File: config.mk
export PLATFORM = sky130hd
export DESIGN_NAME = alu16_arbiter
export DESIGN_NICKNAME = d
export VERILOG_FILES = /design/src/rtl/alu16_arb_pkg.sv /design/src/rtl/alu16_arbiter_rr_arbiter.sv /design/src/rtl/alu16_arbiter.sv
export SDC_FILE = /design/constraint.sdc
export NUM_CORES = 1
export LEC_CHECK = 0
export ABC_AREA = 1
export CAP_MARGIN = 5
export CORE_MARGIN = 10
export CORE_UTILIZATION = 48
export CTS_CLUSTER_SIZE = 40
export DETAILED_ROUTE_END_ITERATION = 8
export GPL_ROUTABILITY_DRIVEN = 1
export HOLD_SLACK_MARGIN = 0.03
export PLACE_DENSITY = 0.88
export SYNTH_ARGS = -nofsm -noshare
export SYNTH_HDL_FRONTEND = slang
export SYNTH_HIERARCHICAL = 1
export SYNTH_SLANG_ARGS = --single-unit
File: constraint.sdc
create_clock -name clk -period 9.3 [get_ports clk]
set_input_delay 2.325 -clock clk [delete_from_list [all_inputs] [get_ports clk]]
set_output_delay 2.325 -clock clk [all_outputs]
set_load 0.01 [all_outputs]
File: src/rtl/alu16_arb_pkg.sv
// Shared widths and request/response record types for the alu16_arbiter slice.
package alu16_arb_pkg;

    localparam int ALU_DATA_W = 32;
    localparam int ALU_SEL_W  = 5;
    localparam int ALU_ID_W   = 3;

    typedef struct packed {
        logic [ALU_DATA_W-1:0] operands;
        logic [ALU_SEL_W-1:0]  sel;
    } alu_req_t;

    typedef struct packed {
        logic [ALU_ID_W-1:0]   id;
        logic [ALU_DATA_W-1:0] data;
    } alu_rsp_t;

endpackage

File: src/rtl/alu16_arbiter_rr_arbiter.sv
// Round-robin priority search: first set request at or after ptr, wrapping at NUM_REQ.
module rr_arbiter #(
    parameter int NUM_REQ = 4
) (
    input  logic [NUM_REQ-1:0]         req,
    input  logic [$clog2(NUM_REQ)-1:0] ptr,
    input  logic                       en,
    output logic [NUM_REQ-1:0]         grant,
    output logic [$clog2(NUM_REQ)-1:0] grant_idx
);

    localparam int IDX_W = $clog2(NUM_REQ);
    localparam logic [IDX_W:0] WRAP = (IDX_W + 1)'(NUM_REQ);

    logic [IDX_W:0]   sum;
    logic [IDX_W-1:0] idx;
    logic             hit;

    // One extra bit on the sum lets ptr+k be folded back for non-power-of-two counts.
    always_comb begin
        grant     = '0;
        grant_idx = '0;
        hit       = 1'b0;
        sum       = '0;
        idx       = '0;
        for (int k = 0; k < NUM_REQ; k++) begin
            sum = {1'b0, ptr} + (IDX_W + 1)'(k);
            if (sum >= WRAP) begin
                sum = sum - WRAP;
            end
            idx = sum[IDX_W-1:0];
            if (en && !hit && req[idx]) begin
                hit        = 1'b1;
                grant[idx] = 1'b1;
                grant_idx  = idx;
            end
        end
    end

endmodule

File: src/rtl/alu16_arbiter.sv
// Shares one free-running alu_16 among NUM_REQ requesters with a credit-protected response FIFO.
// Optional per-requester grant counters are enabled by defining ALU16_ARB_STATS_EN.
module alu16_arbiter
    import alu16_arb_pkg::*;
#(
    parameter int NUM_REQ     = 4,
    parameter int ALU_LATENCY = 1,
    parameter int RSP_DEPTH   = 4
) (
    input  logic                           clk,
    input  logic                           rst_n,
    input  logic [NUM_REQ-1:0]             req_valid,
    output logic [NUM_REQ-1:0]             req_ready,
    input  logic [NUM_REQ*ALU_DATA_W-1:0]  req_operands,
    input  logic [NUM_REQ*ALU_SEL_W-1:0]   req_sel,
    output logic [ALU_DATA_W-1:0]          alu_packed_in,
    output logic [ALU_SEL_W-1:0]           alu_selection_lines,
    input  logic [ALU_DATA_W-1:0]          alu_packed_out,
    output logic                           rsp_valid,
    input  logic                           rsp_ready,
    output logic [ALU_DATA_W-1:0]          rsp_data,
    output logic [$clog2(NUM_REQ)-1:0]     rsp_id
`ifdef ALU16_ARB_STATS_EN
    ,
    output logic [NUM_REQ*16-1:0]          grant_count
`endif
);

    localparam int ID_W  = $clog2(NUM_REQ);
    localparam int CRD_W = $clog2(RSP_DEPTH + 1);
    localparam int PTR_W = $clog2(RSP_DEPTH);
    localparam int ENT_W = ID_W + ALU_DATA_W;
    localparam logic [CRD_W-1:0] CRD_MAX  = CRD_W'(RSP_DEPTH);
    localparam logic [PTR_W-1:0] PTR_LAST = PTR_W'(RSP_DEPTH - 1);
    localparam logic [ID_W-1:0]  ID_LAST  = ID_W'(NUM_REQ - 1);

    alu_req_t          reqs [NUM_REQ];
    logic [NUM_REQ-1:0] grant;
    logic [ID_W-1:0]   grant_idx;
    logic [ID_W-1:0]   rr_ptr;
    logic              grant_en;
    logic              xfer;
    logic              iss_vld;
    logic [ID_W-1:0]   iss_id;
    logic [ALU_LATENCY-1:0] tag_vld;
    logic [ID_W-1:0]   tag_id [ALU_LATENCY];
    logic              push;
    logic              pop;
    logic [CRD_W-1:0]  credits;
    logic [CRD_W-1:0]  fifo_count;
    logic [PTR_W-1:0]  wr_ptr;
    logic [PTR_W-1:0]  rd_ptr;
    logic [ENT_W-1:0]  fifo_mem [RSP_DEPTH];

    for (genvar g = 0; g < NUM_REQ; g++) begin : g_req
        assign reqs[g] = '{operands: req_operands[g*ALU_DATA_W +: ALU_DATA_W],
                           sel:      req_sel[g*ALU_SEL_W +: ALU_SEL_W]};
    end

    // Grants are withheld while in reset so nothing is accepted that would be discarded.
    assign grant_en = rst_n && (credits != '0);

    rr_arbiter #(.NUM_REQ(NUM_REQ)) u_rr (
        .req       (req_valid),
        .ptr       (rr_ptr),
        .en        (grant_en),
        .grant     (grant),
        .grant_idx (grant_idx)
    );

    assign req_ready = grant;
    assign xfer      = |grant;

    always_ff @(posedge clk) begin
        if (!rst_n) begin
            rr_ptr              <= '0;
            iss_vld             <= 1'b0;
            iss_id              <= '0;
            alu_packed_in       <= '0;
            alu_selection_lines <= '0;
        end else begin
            iss_vld <= xfer;
            if (xfer) begin
                rr_ptr              <= (grant_idx == ID_LAST) ? '0 : grant_idx + ID_W'(1);
                iss_id              <= grant_idx;
                alu_packed_in       <= reqs[grant_idx].operands;
                alu_selection_lines <= reqs[grant_idx].sel;
            end
        end
    end

    // The tag walks alongside the ALU so its output lines up with the matching packed_out.
    always_ff @(posedge clk) begin
        if (!rst_n) begin
            tag_vld <= '0;
            for (int k = 0; k < ALU_LATENCY; k++) begin
                tag_id[k] <= '0;
            end
        end else begin
            tag_vld[0] <= iss_vld;
            tag_id[0]  <= iss_id;
            for (int k = 1; k < ALU_LATENCY; k++) begin
                tag_vld[k] <= tag_vld[k-1];
                tag_id[k]  <= tag_id[k-1];
            end
        end
    end

    assign push      = tag_vld[ALU_LATENCY-1];
    assign rsp_valid = (fifo_count != '0);
    assign pop       = rsp_valid && rsp_ready;
    assign rsp_data  = fifo_mem[rd_ptr][ALU_DATA_W-1:0];
    assign rsp_id    = fifo_mem[rd_ptr][ENT_W-1:ALU_DATA_W];

    always_ff @(posedge clk) begin
        if (rst_n && push) begin
            fifo_mem[wr_ptr] <= {tag_id[ALU_LATENCY-1], alu_packed_out};
        end
    end

    always_ff @(posedge clk) begin
        if (!rst_n) begin
            wr_ptr     <= '0;
            rd_ptr     <= '0;
            fifo_count <= '0;
        end else begin
            if (push) begin
                wr_ptr <= (wr_ptr == PTR_LAST) ? '0 : wr_ptr + PTR_W'(1);
            end
            if (pop) begin
                rd_ptr <= (rd_ptr == PTR_LAST) ? '0 : rd_ptr + PTR_W'(1);
            end
            case ({push, pop})
                2'b10:   fifo_count <= fifo_count + CRD_W'(1);
                2'b01:   fifo_count <= fifo_count - CRD_W'(1);
                default: fifo_count <= fifo_count;
            endcase
        end
    end

    // A credit is reserved at grant time, so every in-flight result already owns a FIFO slot.
    always_ff @(posedge clk) begin
        if (!rst_n) begin
            credits <= CRD_MAX;
        end else begin
            case ({xfer, pop})
                2'b10:   credits <= credits - CRD_W'(1);
                2'b01:   credits <= credits + CRD_W'(1);
                default: credits <= credits;
            endcase
        end
    end

    assert property (@(posedge clk) disable iff (!rst_n)
        !(push && !pop && (fifo_count == CRD_MAX)));
    assert property (@(posedge clk) disable iff (!rst_n)
        !(pop && !xfer && (credits == CRD_MAX)));

`ifdef ALU16_ARB_STATS_EN
    logic [15:0] grant_cnt [NUM_REQ];

    always_ff @(posedge clk) begin
        if (!rst_n) begin
            for (int i = 0; i < NUM_REQ; i++) begin
                grant_cnt[i] <= '0;
            end
        end else begin
            for (int i = 0; i < NUM_REQ; i++) begin
                if (grant[i] && (grant_cnt[i] != 16'hFFFF)) begin
                    grant_cnt[i] <= grant_cnt[i] + 16'd1;
                end
            end
        end
    end

    for (genvar g = 0; g < NUM_REQ; g++) begin : g_stat
        assign grant_count[g*16 +: 16] = grant_cnt[g];
    end
`endif

endmodule

Yosys cells after proc, flatten, opt, wreduce, memory -nomap -nowiden
Memories as Yosys holds them, arrays and structs flattened. A register that Yosys moved wholly into a read port is not among the register bits.
Index checks and enable logic that the tools add are counted.
{"block": "word_totals", "reg_bits": 53, "mem_bits_rw": 138, "inputBits": 187, "out_inout_bits": 76, "wordCells": 120, "memories": 2}
{"name": "fifo_mem", "words": 4, "width": 34, "rd": 1, "rd_clocked_by_memory_dff": 1, "write_ports": 1, "line": "alu16_arbiter.sv:53", "source": "logic [ENT_W-1:0] fifo_mem [RSP_DEPTH];"}
{"name": "tag_id", "words": 1, "width": 2, "rd": 1, "rd_clocked_by_memory_dff": 0, "write_ports": 1, "line": "alu16_arbiter.sv:46", "source": "logic [ID_W-1:0] tag_id [ALU_LATENCY];"}
{"block": "classes", "n_addsub": 14, "magnitude_cmp": 13, "eq_ne": 7, "muxes": 47, "bitwise": 4, "reduce_logical": 23}
{"operator": "$bmux W37 S2", "count": 1}
{"operator": "$mux W37", "count": 2}
{"operator": "$mux W2", "count": 14}
{"operator": "$mux W1", "count": 16}
{"operator": "$mux W4", "count": 4}
{"operator": "$logic_and A1 B1 Y1", "count": 14}
{"operator": "$ge A3 B3 Y1 const B", "count": 4}
{"operator": "$lt A2 B3 Y1 const B", "count": 4}
{"operator": "$or A4 B4 Y4", "count": 3}
{"operator": "$pmux W3 S2", "count": 2}
{"operator": "$eq A2 B2 Y1 const B", "count": 5}
{"operator": "$bmux W1 S2", "count": 4}
{"operator": "$demux W1 S2", "count": 4}
{"operator": "$ge A2 B1 Y1 const B", "count": 4}
{"operator": "$sub A2 B1 Y2 const B", "count": 4}
{"operator": "$add A2 B1 Y2 const B", "count": 3}
{"operator": "$add A2 B2 Y3 const B", "count": 2}
{"operator": "$add A3 B1 Y3 const B", "count": 2}
{"operator": "$reduce_bool A3 Y1", "count": 2}
{"operator": "$sub A3 B1 Y3 const B", "count": 2}
{"operator": "$eq A2 B1 Y1 const B", "count": 2}
{"operator": "$reduce_bool A2 Y1", "count": 2}
{"operator": "$reduce_or A4 Y1", "count": 1}
{"operator": "$add A2 B1 Y3 const B", "count": 1}
{"operator": "4 further kinds", "count": 6}

Longest topological paths before layout
Gate-level depths: netlist of the first run.
{"block": "depth", "depth_word": 22, "ltp_mapped": 22, "ltp_nobuf": 20}

Hierarchy
Netlist of the first run, hierarchy kept.
{"mod": "alu16_arbiter", "instances": 1, "cells_each": 1001, "area_per_inst_um2": 8906.0, "seq_area_each_um2": 5225.0}
{"mod": "rr_arbiter", "instances": 1, "cells_each": 82, "area_per_inst_um2": 505.5, "seq_area_each_um2": 0.0}

Worst setup path after synthesis of the first run
No wires, ideal clock.
{"block": "synth_timing", "kind": "input port to output port", "startpoint": "in rst_n", "endpoint": "out req_ready[2]", "arrival_ns": 3.404, "required_ns": 6.975, "path_slack_ns": 3.571, "path_stages": 9, "n_path_buf": 1, "path_cell_list": "buf_2 inv_1 a21oi_1 inv_1 nor2_1 nand2_1 nand2_1 inv_1 nand3_1"}
{"block": "synth_between", "elab_chain_cells": 15, "word_cells_on_any_way": 21, "cone_classes": "mux: 7; bitwise: 3; reduce/logical: 11"}
{"element": "start, declared", "line": "alu16_arbiter.sv:11", "source": "input logic rst_n,"}
{"element": "$logic_and A1 B1 Y1 *", "line": "alu16_arbiter.sv:61", "source": "assign grant_en = rst_n && (credits != '0);"}
{"element": "net grant_en", "line": "alu16_arbiter.sv:41", "source": "logic grant_en;"}
{"element": "$logic_and A1 B1 Y1", "line": "alu16_arbiter_rr_arbiter.sv:32", "source": "if (en && !hit && req[idx]) begin"}
{"element": "$mux W1", "line": "alu16_arbiter_rr_arbiter.sv:32"}
{"element": "$logic_not A1 Y1", "line": "alu16_arbiter_rr_arbiter.sv:32"}
{"element": "$logic_and A1 B1 Y1 (2 in a row)", "line": "alu16_arbiter_rr_arbiter.sv:32"}
{"element": "$mux W1", "line": "alu16_arbiter_rr_arbiter.sv:32"}
{"element": "$logic_not A1 Y1", "line": "alu16_arbiter_rr_arbiter.sv:32"}
{"element": "$logic_and A1 B1 Y1 (2 in a row)", "line": "alu16_arbiter_rr_arbiter.sv:32"}
{"element": "$mux W1", "line": "alu16_arbiter_rr_arbiter.sv:32"}
{"element": "$logic_not A1 Y1", "line": "alu16_arbiter_rr_arbiter.sv:32"}
{"element": "$logic_and A1 B1 Y1 (2 in a row)", "line": "alu16_arbiter_rr_arbiter.sv:32"}
{"element": "$mux W4 *", "line": "alu16_arbiter_rr_arbiter.sv:32"}
{"element": "end, declared", "line": "alu16_arbiter.sv:13", "source": "output logic [NUM_REQ-1:0] req_ready,"}
The timed path passes the listed nets; every way through them passes the cells marked *.

Worst setup path in the final report of the first run
{"block": "layout_timing", "startpoint": "in rst_n", "endpoint": "out req_ready[1]"}
The elaborated chain is that of the path after synthesis.

==> PnR_summary.wiki, run 1 <==
{| class="wikitable"
! Metric !! Value
|-
| Layout Cells excl Fill || 1,589
|-
| Top area cells in the synthesized netlist || sky130_fd_sc_hd__edfxtp_1 43%, sky130_fd_sc_hd__dfxtp_1 12%, sky130_fd_sc_hd__nand2_1 9.7%, sky130_fd_sc_hd__nand3_1 6.6%, sky130_fd_sc_hd__inv_1 6.4%
|-
| Utilization of the core after routing || 0.658
|-
| Number of antenna violations at the first check in global routing || 1
|-
| Area of the mapped netlist || between 0.009 and 0.01 mm2
|-
| Number of sinks handled by clock tree synthesis || around 190
|-
| Launching instance or port of the critical path || rst_n
|-
| Chip width || 160 um
|-
| Final setup vio count || 0
|-
| Wire length on met3 || roughly 2.7 mm
|-
| Number of endpoints with negative hold slack in the final report || 0
|-
| Outcome || completed
|-
| Prevailing post-synth register cell || sky130_fd_sc_hd__edfxtp_1
|-
| Endpoint type of the worst setup path || output port
|-
| Sum of negative setup slack || 0 ns
|-
| Starting DRC count in detailed routing || about 530
|-
| Path depth of the worst reg2reg path || 18
|-
| Maximum net fanout on the critical path || 53
|-
| Last weighted congestion value of the routability-driven placer || about 0.8
|-
| Later-pin clock latency in the skew report || 0.43 ns
|-
| Area fraction of the dominant cell type after synthesis || 0.434
|-
| Worst Path Class, Setup || input port to output port
|-
| Leak pwr || 5.47 nW
|-
| FF/Latch Area || 0.00523 mm2
|-
| Worst flop-to-flop path startpoint || rr_ptr[0]$_SDFFE_PN0P_
|-
| Placement row count || between 50 and 60
|-
| Achievable clock frequency || between 0.1 and 0.15 GHz
|-
| First-pass GRT wire length || 41.1 mm
|-
| Avg Vias per Cell || 5.06
|-
| Setup Skew || 0.0154 ns
|-
| Global-route total usage across every layer || 0.198
|-
| Placed insts || 1,557
|-
| DR WL met2 || 13.1 mm
|-
| Area growth from synthesis to layout || 35.6%
|-
| Cell at the root of the clock tree || sky130_fd_sc_hd__clkbuf_16
|-
| Clock-pin slew on the worst setup and hold paths || 0.07 ns
|-
| Post-route antenna net violation count || 0
|-
| Capture point of the worst reg-to-reg path || credits[1]$_SDFFE_PN0P_
|-
| Number of register bits inferred by synthesis || 193
|-
| Yosys warning count || 6
|-
| Effective utilization at floorplan || 0.485
|-
| Final net count || 1,516
|-
| Yosys top cell by area || sky130_fd_sc_hd__edfxtp_1
|-
| Vias in the first global route || 7,898
|-
| Overall die area || ~0.026 mm2
|-
| Post-synth EDFFs || 136
|-
| Multi-input gate area in the final layout || 0.00327 mm2
|-
| Register area share after synthesis || 0.555
|-
| Filler instances || between 1,000 and 1,500
|-
| Final number of max-transition violations || 0
|-
| Relative max-transition margin || 0.259
|-
| Count of boundary I/O pins || ~260
|-
| Synthesized instance count || 1,083
|-
| Worst-margin pin slew || 1.11 ns
|-
| CTS tree || done
|-
| Overflow left after global routing || 0
|-
| Share of cells above drive strength 1 || 0.0506
|-
| Number of unique standard cell types used by synthesis || 31
|-
| Resized cells post-CTS || 0
|-
| Final cycle utilization of the critical path || 0.761
|-
| Initial DRT Pass Iterations || 7
|-
| HPWL after detailed placement || 18.7 mm
|-
| Element type at the critical path start || input port
|-
| Clock H-tree levels || 4
|-
| Average size of a mapped cell || 8.69 um2
|-
| Worst-case clock buffer depth || 2
|-
| Routed wire length || 26.4 mm
|-
| Setup repair after global routing missed its margin || false
|-
| Ant. Diodes || 0
|-
| Via count of the routed design || 8,038
|-
| Largest net degree at the start of global routing || between 70 and 80
|-
| Final critical path time including I/O delays and setup || 7.07 ns
|-
| Total DRC errors in the routed layout || 0
|-
| Routed length per placed instance || roughly 17 um
|-
| Class of the worst hold path || flop to flop
|-
| Standard cell core area || 0.0194 mm2
|-
| Max capacitance violation total || 0
|-
| Most frequent cell after synthesis || sky130_fd_sc_hd__nand2_1
|-
| Leading post-synthesis cells by instance count || 243 x sky130_fd_sc_hd__nand2_1, 160 x sky130_fd_sc_hd__inv_1, 136 x sky130_fd_sc_hd__edfxtp_1
|-
| Cts hold-fix bufs || 0
|-
| Maximum VDD drop || 0.139 mV
|-
| Critical path required time || 6.98 ns
|-
| Die height || 160 um
|-
| Crit path arrival time || 4.75 ns
|-
| Capturing instance or port of the critical path || req_ready[1]
|-
| Ys async rst share || 0
|-
| Reg2Reg Setup Slack || 5.59 ns
|-
| Sum of routed wire segments on met1 || ~10 mm
|-
| Net count after synthesis || 1,288
|-
| Power per Cell Area || 282 mW/mm2
|-
| Count of buffers added by post-CTS timing repair for setup || 0
|-
| Number of buffers created by CTS || 17
|-
| Max layer used || met5
|-
| # port buffers || 262
|}
cell families after synthesis:
| kind of cell | after synthesis | share of synthesized area |
|---|---|---|
| AOI/OAI and AO/OA | 149 | 0.0846 |
| xor gates and xnor gates | 1 | 0.000931 |
| adders and majority gates | 18 | 0.0255 |
| buffers and inverters | 227 | 0.101 |
| DFF | 193 | 0.555 |
| and+or+nand+nor | 495 | 0.233 |
where the power goes:
group	switching [mW]	internal (mW)
combinational	1.06	0.719
clock	0.371	0.374
sequential	0.0532	1.02
total	1.48	2.11
layout by cell type (no fill, tap or decap), drive strengths merged, types with 4 or more instances in the layout:
master and count:
dfxtp 57, nor2 88, ha 16, edfxtp 136
nand3b 23, nand4 6, clkbuf 17, clkdlybuf4s50 261
a21oi 23, buf 11, o22ai 34, clkinv 4
nand2 248, inv 175, o21ai 89, nand3 127
state kept, by name, indices dropped and copies added, names as in the netlist, named ones only:
| signal | cells |
|---|---|
| iss_id | 2 |
| credits | 3 |
| fifo_mem | 136 |
| alu_selection_lines | 5 |
| push | 1 |
| iss_vld | 1 |
| rr_ptr | 2 |
| fifo_count | 3 |
| rd_ptr | 2 |
| wr_ptr | 2 |
| tag_id | 2 |
| alu_packed_in | 32 |
layout make-up:
| class | count | area share |
|---|---|---|
| sequential | 193 | 0.410 |
| clock inverter | 15 | 0.0154 |
| inverter | 164 | 0.0482 |
| timing repair buffer | 272 | 0.211 |
| multi-input combinational | 663 | 0.257 |
| clock buffer | 17 | 0.0333 |
| tap | 265 | 0.0260 |
how the worst min path moves through the flow:
stage	start	endpoint	slack (ns)	depth (start not counted)
2_1_floorplan	iss_vld$_SDFF_PN0_	push$_SDFF_PN0_	0.39	2
3_3_place_gp	iss_vld$_SDFF_PN0_	push$_SDFF_PN0_	0.40	2
3_5_place_dp	iss_id[1]$_SDFFE_PN0P_	tag_id[0][1]$_SDFF_PN0_	0.43	2
4_1_cts	iss_id[1]$_SDFFE_PN0P_	tag_id[0][1]$_SDFF_PN0_	0.44	2
5_1_grt	iss_id[1]$_SDFFE_PN0P_	tag_id[0][1]$_SDFF_PN0_	0.47	2
6_report	iss_id[1]$_SDFFE_PN0P_	tag_id[0][1]$_SDFF_PN0_	0.44	2
critical path: stages:
cell and delay [ns]:
sky130_fd_sc_hd__buf_2 0.07, sky130_fd_sc_hd__buf_4 0.44, sky130_fd_sc_hd__inv_1 0.15, sky130_fd_sc_hd__a21oi_1 0.38, sky130_fd_sc_hd__inv_1 0.08, sky130_fd_sc_hd__nor2_1 0.37
sky130_fd_sc_hd__nand2_1 0.09, sky130_fd_sc_hd__nand2_1 0.08, sky130_fd_sc_hd__inv_1 0.04, sky130_fd_sc_hd__nand3_1 0.14, sky130_fd_sc_hd__clkdlybuf4s50_1 0.57
per-layer routing:
layer  global-route usage  vias to the layer above
li1                     -                     4001
met4               0.0526                        2
met2                0.334                      331
met1                0.223                     3675
met5                    0                        -
met3               0.0864                       29
through the flow:
step           instance area [um2]  setup slack [ns]  total power [mW]  hold slack [ns]
5_1_grt                      12800              2.05              3.86            0.469
3_3_place_gp                 12100              2.32              2.83            0.397
6_report                     12800              2.23              3.60            0.443
4_1_cts                      12800              2.23              3.62            0.440
2_1_floorplan                 9410              3.57              2.22            0.390
3_5_place_dp                 12100              2.26              2.87            0.426
Power figures use the tool's default switching activity.
==> run 2, diff against run 1 <==
==> constraint.sdc (replaced) <==
create_clock -name clk -period 7 [get_ports clk]
set_input_delay 1.75 -clock clk [delete_from_list [all_inputs] [get_ports clk]]
set_output_delay 1.75 -clock clk [all_outputs]
set_load 0.01 [all_outputs]
==> run 2 against run 1 <==
Against the previous run: final cell count stayed put; first-iteration DRC count grew 6.6%; clock power increased by 31%; sequential power is 34% higher; sequential cell count is the same; critical path depth is 1 lower; worst setup slack got worse by 0.76 ns; critical path type unchanged; highest routed layer unchanged.
==> PnR_summary.wiki, run 2 (same netlist as run 1, synthesis figures left out) <==
{| class="wikitable"
! Metric !! Value
|-
| Outcome || completed
|-
| Hold path cells || 2 (unchanged)
|-
| Placement row count || 51 (unchanged)
|-
| Element type at the critical path start || input port
|-
| Cts hold-fix bufs || 0 (unchanged)
|-
| Initial DRT Pass Iterations || 5 (-2)
|-
| Cell mode on critical path || sky130_fd_sc_hd__nand2_1
|-
| Count of buffers added by post-CTS timing repair for setup || 0 (unchanged)
|-
| Worst-case clock buffer depth || 2 (unchanged)
|-
| Cell at the root of the clock tree || sky130_fd_sc_hd__clkbuf_16
|-
| Global-route total usage across every layer || 0.202 (+0.00478)
|-
| Maximum net fanout on the critical path || 8 (-85%)
|-
| FF/Latch Area || 0.00523 mm2 (unchanged)
|-
| Area growth from synthesis to layout || 35.4%
|-
| Achievable clock frequency || roughly 0.18 GHz
|-
| Class of the worst hold path || flop to flop
|-
| Max capacitance violation total || 0 (unchanged)
|-
| CTS tree || done
|-
| Capturing instance or port of the critical path || req_ready[3]
|-
| Most used cells in the layout excluding fill and tap cells || 261 x sky130_fd_sc_hd__clkdlybuf4s50_1, 242 x sky130_fd_sc_hd__nand2_1, 160 x sky130_fd_sc_hd__inv_1
|-
| Critical path required time || 5.25 ns (-1.73 ns)
|-
| Last weighted congestion value of the routability-driven placer || 0.817 (+1.6%)
|-
| Launching instance or port of the critical path || req_valid[1]
|-
| Relative max-transition margin || 0.227 (-0.0319)
|-
| Clock H-tree levels || 4 (unchanged)
|-
| First-pass GRT wire length || 42.0 mm (+2.1%)
|-
| Total Power || 4.77 mW (+32%)
|-
| Later-pin clock latency in the skew report || 0.43 ns (about the same)
|-
| Largest net degree at the start of global routing || 77 (unchanged)
|-
| Resized cells post-CTS || 0 (unchanged)
|-
| Number of antenna violations at the first check in global routing || 1 (unchanged)
|-
| Final number of max-transition violations || 0 (unchanged)
|-
| Routed wire length || 26.7 mm (+1.3%)
|-
| Setup Skew || 0.0101 ns (-0.00535 ns)
|-
| Endpoint type of the worst setup path || output port
|-
| Most common library cell in the layout ignoring fill and taps || sky130_fd_sc_hd__clkdlybuf4s50_1
|-
| Starting DRC count in detailed routing || 569 (+6.6%)
|-
| Number of buffers created by CTS || 17 (unchanged)
|-
| Die height || 160 um (unchanged)
|-
| Worst Path Class, Setup || input port to output port
|-
| Slowest cell on the critical path || sky130_fd_sc_hd__clkdlybuf4s50_1
|-
| Final net count || 1,516 (unchanged)
|-
| Sequence of cells on the critical path || clkdlybuf4s50_1 -> nand2_1 -> nand3_2 -> nand2_4 -> nor2_1 -> nand2_1 -> nand2_1 -> inv_1 -> nand3_1 -> clkdlybuf4s50_1
|-
| Sum of negative setup slack || 0 ns (unchanged)
|-
| Largest reg by FF count || fifo_mem
|-
| Worst-margin pin slew || 1.16 ns (+0.0477 ns)
|-
| Number of endpoints with negative hold slack in the final report || 0 (unchanged)
|-
| # port buffers || 262 (unchanged)
|-
| Total DRC errors in the routed layout || 0 (unchanged)
|-
| Reg2Reg Setup Slack || 3.20 ns (-2.39 ns)
|-
| Final setup vio count || 0 (unchanged)
|-
| Standard cell core area || 0.0194 mm2 (unchanged)
|-
| Final critical path time including I/O delays and setup || 5.54 ns
|-
| Power per Cell Area || 374 mW/mm2 (+33%)
|-
| Filler instances || 1,515 (+2.3%)
|-
| Share of cells above drive strength 1 || 0.0506 (unchanged)
|-
| Final cycle utilization of the critical path || 0.791
|-
| Multi-input gate area in the final layout || 0.00327 mm2 (unchanged)
|-
| Clock-pin slew on the worst setup and hold paths || 0.07 ns (about the same)
|-
| Post-route antenna net violation count || 0 (unchanged)
|-
| Largest stage delay on the critical path || 0.57 ns (about the same)
|-
| Crit path arrival time || 3.79 ns (-0.96 ns)
|-
| Registers with the most flip-flops || fifo_mem (136), alu_packed_in (32), alu_selection_lines (5)
|-
| Ant. Diodes || 0 (unchanged)
|-
| Number of sinks handled by clock tree synthesis || 193 (unchanged)
|-
| Worst flop-to-flop path startpoint || rr_ptr[0]$_SDFFE_PN0P_
|-
| Setup repair after global routing missed its margin || false
|-
| Vias in the first global route || 8,023 (+1.6%)
|-
| Capture point of the worst reg-to-reg path || credits[1]$_SDFFE_PN0P_
|-
| Count of boundary I/O pins || 263 (unchanged)
|-
| Avg Vias per Cell || 5.08 (+0.44%)
|-
| Leak pwr || 5.47 nW (-0.15%)
|-
| Path depth of the worst reg2reg path || 18 (unchanged)
|-
| Routed length per placed instance || 16.8 um (+1.3%)
|-
| Via count of the routed design || 8,073 (+0.44%)
|-
| HPWL after detailed placement || 18.8 mm (+0.81%)
|-
| Flip-flop count of the largest register after layout || 136 (unchanged)
|-
| Overall die area || 0.0256 mm2 (unchanged)
|-
| Effective utilization at floorplan || 0.485 (unchanged)
|-
| Overflow left after global routing || 0 (unchanged)
|-
| Chip width || 160 um (unchanged)
|-
| Maximum VDD drop || 0.236 mV (+70%)
|}
## run 2: per-layer routing
| metal | wire length, um | part of all wire | GRT usage |
|---|---|---|---|
| met1 | 10300 | 0.38 | 0.226 |
| met2 | 13300 | 0.50 | 0.348 |
| met3 | 2760 | 0.10 | 0.0830 |
| met4 | 408 | 0.015 | 0.0568 |
| met5 | 13 | 0.00049 | 0 |
## run 2: worst min path at each step
| stage | slack (ns) | start | to |
|---|---|---|---|
| 2_1_floorplan | 0.39 | iss_vld$_SDFF_PN0_ | push$_SDFF_PN0_ |
| 3_3_place_gp | 0.40 | iss_vld$_SDFF_PN0_ | push$_SDFF_PN0_ |
| 3_5_place_dp | 0.41 | iss_vld$_SDFF_PN0_ | push$_SDFF_PN0_ |
| 4_1_cts | 0.43 | iss_vld$_SDFF_PN0_ | push$_SDFF_PN0_ |
| 5_1_grt | 0.44 | iss_vld$_SDFF_PN0_ | push$_SDFF_PN0_ |
| 6_report | 0.42 | iss_vld$_SDFF_PN0_ | push$_SDFF_PN0_ |
## run 2: worst max-delay path, delay by kind of cell
family,cells,cell delay [ns]
buffers and inverters,3,1.10
and+or+nand+nor,7,0.94
## run 2: power breakdown
group / internal [mW] / switching, mW
Combinational: 0.956 / 1.41
Clock: 0.488 / 0.486
Sequential: 1.36 / 0.0717
## run 2: final cells by class
class / instances / share of cell area
Tap cell: 265 / 0.0260
Sequential cell: 193 / 0.410
Inverter: 164 / 0.0483
Timing Repair Buffer: 272 / 0.211
Clock inverter: 15 / 0.0140
Multi-Input combinational cell: 663 / 0.257
Clock buffer: 17 / 0.0334
## run 2: per-stage QoR
step           utilization  setup slack [ns]  area, um2  hold WS [ns]  std cells
2_1_floorplan            -              2.42       9410         0.390       1083
3_3_place_gp         0.626              1.46      12100         0.397       1557
3_5_place_dp         0.626              1.46      12100         0.410       1557
4_1_cts              0.657              1.45      12700         0.429       1589
5_1_grt              0.657              1.30      12700         0.442       1589
6_report             0.657              1.46      12700         0.425       1589
